## src/rtl/fifo.sv

```systemverilog
// Single-clock synchronous FIFO with registered read data.
// Writes are allowed when full if a read is accepted in the same cycle.
module fifo #(
   parameter int WIDTH = 8,
   parameter int DEPTH = 8
) (
   input  logic             clk,
   input  logic             rstn,
   input  logic             wr_en,
   input  logic             rd_en,
   input  logic [WIDTH-1:0] data_in,
   output logic [WIDTH-1:0] data_out,
   output logic             empty,
   output logic             full
);

   localparam int AW = $clog2(DEPTH);
   localparam int CW = AW + 1;
   localparam logic [CW-1:0] FULL_COUNT = CW'(DEPTH);

   logic [WIDTH-1:0] mem [DEPTH];
   logic [AW-1:0]    wr_ptr;
   logic [AW-1:0]    rd_ptr;
   logic [CW-1:0]    count;
   logic             wr_accept;
   logic             rd_accept;

   // Flags come straight from the registered count, so they are glitch-free
   // and cannot both be high.
   assign empty     = (count == '0);
   assign full      = (count == FULL_COUNT);
   assign rd_accept = rd_en && !empty;
   assign wr_accept = wr_en && (!full || rd_accept);

   // Storage is deliberately not reset; the pointers make stale words unreachable.
   always_ff @(posedge clk) begin
      if (wr_accept && rstn) begin
         mem[wr_ptr] <= data_in;
      end
   end

   always_ff @(posedge clk or negedge rstn) begin
      if (!rstn) begin
         wr_ptr   <= '0;
         rd_ptr   <= '0;
         count    <= '0;
         data_out <= '0;
      end else begin
         if (wr_accept) begin
            wr_ptr <= wr_ptr + 1'b1;
         end
         if (rd_accept) begin
            rd_ptr   <= rd_ptr + 1'b1;
            data_out <= mem[rd_ptr];
         end
         case ({wr_accept, rd_accept})
            2'b10:   count <= count + 1'b1;
            2'b01:   count <= count - 1'b1;
            default: count <= count;
         endcase
      end
   end

endmodule

```

## config.mk

```make
export PLATFORM = sky130hd
export DESIGN_NAME = fifo
export DESIGN_NICKNAME = d
export VERILOG_FILES = /design/src/rtl/fifo.sv
export SDC_FILE = /design/constraint.sdc
export NUM_CORES = 1
export LEC_CHECK = 0
export BUFFER_PORTS_ARGS = -buffer_cell sky130_fd_sc_hd__buf_2
export CAP_MARGIN = 10
export CORE_ASPECT_RATIO = 0.75
export CORE_UTILIZATION = 40
export DETAILED_ROUTE_END_ITERATION = 6
export HOLD_SLACK_MARGIN = 0.1
export PLACE_DENSITY_LB_ADDON = 0.15
export SKIP_LAST_GASP = 1
export SYNTH_ARGS = -nofsm -noshare
export SYNTH_HDL_FRONTEND = slang
export SYNTH_SLANG_ARGS = --single-unit
```

## constraint.sdc

```tcl
create_clock -name clk -period 2.8 [get_ports clk]
set_input_delay 0.14 -clock clk [delete_from_list [all_inputs] [get_ports clk]]
set_output_delay 0.14 -clock clk [all_outputs]
set_load 0.01 [all_outputs]
```

==> results.yml <==
outcome:
  status: "finished, final reports clean"
floorplan:
  die_h_um: 81.8
  io_pins: 22
  coreArea_um2: 8060
  num_rows: 28
  initial_utilization_pct: 42.2
  die_width_um: 108
  dieArea_um2: 8870
global_route:
  grt_first_pass_wirelength_um: 9850
  grt_remaining_overflow: 0
  track_usage_pct: 15.6
  antenna_found_initial: 0
  grt_pass1_vias: 1807
  grt_max_degree: 35
min_path:
  hold_start: "data_in[3]"
  hold-path-endpoint: "mem[5][3]"
  hold_path_depth: 1
  hp-class: "primary input to flip-flop"
synth:
  synthSimpleGateAreaFrac_pct: 5.19
  synth_compound_area_share_pct: 7.33
  postSynthCellCount: 211
  yosys_warnings: 0
  synth_top_family_by_area: "multiplexers"
  synth_cell_types: 36
  syn_nets: 228
  muxShareOfSynthArea_pct: 11.4
  netlist_area_um2: 3400
  syn_area_per_cell_um2: 16.1
  synth_xor_area_share_pct: 2.06
  synth-seq-cells: 82
  synth_fa_ha_area_share_pct: 2.06
  ys_seq_area_share_pct: 69.8
sta:
  rsz0062_at_grt: "false"
  slew_headroom_pct: 24.5
  finalSetupViolations: 0
  setup_ws_ns: 0.560
  clock_skew_ns: 0.00557
  slew_violations: 0
  post-route-period-util_pct: 80.0
  min_period_ns: 2.24
  worstMarginPinSlew_ns: 1.12
  tns_ns: 0
  fmax_mhz: 446
  hold_violations: 0
finish:
  layout_commonest_cell: "edfxtp_1"
  final_cell_mix: "edfxtp_1 (64), buf_2 (21), mux2i_1 (18), dfrtp_1 (18), nand2_1 (16)"
  layout-drive-gt1-share_pct: 24.6
  antenna_cells: 0
  nets: 264
  area_delta_synth_final_pct: 18.5
route:
  drt_pass1_iterations: 4
  drt_first_iter_violations: 78
  vias: 1828
  wl_um: 6080
  drtAntennaViolNets: 0
  drc: 0
  avgRoutedWirePerCell_um: 17.0
  avgViaCountPerCell: 5.12
power_and_ir_drop:
  p_comb_share_pct: 29.1
  seqPwrFrac_pct: 41.7
  power_density_nw_per_um2: 1010
  ir_worst_vdd_v: 0.000733
  clkPwrFrac_pct: 29.2
  p_leak_uw: 0.00151
  swShare_pct: 30.5
  internal_power_uw: 2820
  power.net_switching_uw: 1240
clock_tree:
  cts_tree: "done"
  h-tree-depth: 3
  numCtsBuffers: 9
  clock_sinks: 82
  root_buffer: "clkbuf_16"
  clk_path_buf_depth: 2
  insertion_delay_ns: 0.33
  clk_pin_slew_ns: 0.06
placed_design:
  dpl.hpwl_um: 4000
  pre_cts_slack_ns: 0.587
  gp_congestion: 0.740
  io_buffers: 21
worst_setup_path:
  end_kind: "flip-flop"
  rr_worst_depth: 8
  r2r_end: "count[3]"
  startpoint_type: "flip-flop"
  crit_arrival_ns: 2.49
  critPathKind: "flip-flop to flip-flop"
  cp.required_ns: 3.05
  critPathMaxFanout: 5
  r2r_start: "count[1]"
  reg2reg_slack_ns: 0.56
run:
  cap_violations: 0
## area by class of cell
type	count	area (µm²)
Clock inverter	4	51.3
Timing Repair Buffer	33	220
Inverter	5	18.8
Multi-Input combinational cell	116	976
Sequential cell	82	2370
Fill cell	702	4030
Tap cell	105	131
Clock buffer	12	256
## stage by stage
step	hold WS (ns)	utilization, %	area (µm²)	instances	total power, µW
2_1_floorplan	-0.156	-	3400	211	2570
3_3_place_gp	0.158	45.5	3670	336	2900
3_5_place_dp	0.162	45.5	3670	336	2910
4_1_cts	0.102	50.0	4030	357	4110
5_1_grt	0.103	50.0	4030	357	4300
6_report	0.110	50.0	4030	357	4060
## power by group through the flow
stage / Combinational, µW / Sequential (µW) / Clock (µW)
after floorplan: 865 / 1700 / 0
after global placement: 1190 / 1720 / 0
after detailed placement: 1190 / 1720 / 0
after CTS: 1210 / 1700 / 1200
after global routing: 1310 / 1730 / 1260
final: 1180 / 1690 / 1190
## state kept, by name (all words and copies together) (netlist names)
| register | count |
|---|---|
| wr_ptr | 3 |
| data_out | 8 |
| mem | 64 |
| count | 4 |
| rd_ptr | 3 |
## how the worst max path moves through the flow
stage | slack, ns | cells after the start | startpoint | to
floorplan | 0.75 | 8 | count[1] | count[3]
global placement | 0.60 | 8 | count[1] | count[3]
detailed placement | 0.59 | 2 | wr_ptr[2] | mem[0][7]
CTS | 0.55 | 8 | count[1] | count[3]
global route | 0.40 | 8 | count[1] | count[3]
finish | 0.56 | 8 | count[1] | count[3]
## critical path, cell delays in order (launching register included)
cell and delay, ns:
dfrtp_1 0.45, o41ai_4 0.37, or2_1 0.21, inv_1 0.08
ha_1 0.28, a21o_1 0.18, a21oi_1 0.18, mux2i_1 0.25
xor2_1 0.16
## Yosys cell counts
master	count	area share (%)
o21a_1	1	0.22
mux2i_1	18	5.3
inv_1	5	0.55
buf_2	2	0.29
a21o_1	1	0.22
nor3_1	4	0.59
nand3_1	1	0.15
or3b_2	1	0.26
o22ai_1	8	1.5
mux2_2	10	3.3
edfxtp_1	64	57
nand2_1	16	1.8
buf_1	2	0.22
fa_1	1	0.59
nor4_1	2	0.37
nor2_1	7	0.77
mux2_1	7	2.3
xor2_1	3	0.77
ha_1	4	1.5
a221o_1	8	2.4
o21ai_2	1	0.26
nor2b_1	1	0.18
o211ai_1	1	0.22
dfrtp_1	18	13
or3_4	1	0.33
buf_4	2	0.44
a311oi_4	1	0.77
nand2b_1	1	0.18
xnor2_1	5	1.3
a21oi_1	1	0.15
buf_6	2	0.66
mux2_4	1	0.44
or2_1	1	0.18
o41ai_2	1	0.48
or4b_4	1	0.40
o21ai_1	8	1.2
## routing by layer
metal	vias up	global-route usage (%)	routed length (µm)
met4	0	4.46	60
met5	-	0	0
met1	915	21.8	3070
li1	883	-	-
met3	7	5.48	209
met2	23	23.1	2740
## timing repair
item / in CTS / in global routing
hold buffers: 5 / 0
endpoints found under the hold margin: 48 / 0
endpoints found under the setup margin: 0 / 0
gates resized for setup: 0 / 0
setup buffers: 0 / 0
## cells by family (layout without fill, tap and decap cells)
| group | count (synthesis) | count (layout) |
|---|---|---|
| multiplexers | 36 | 36 |
| AO/OA/AOI/OAI | 31 | 31 |
| XOR/XNOR | 8 | 8 |
| adder cells (fa/ha/maj) | 5 | 5 |
| buffers and inverters | 13 | 54 |
| flip-flops | 82 | 82 |
| AND/OR/NAND/NOR | 36 | 36 |
No activity file was read; power rests on OpenSTA's default activity.
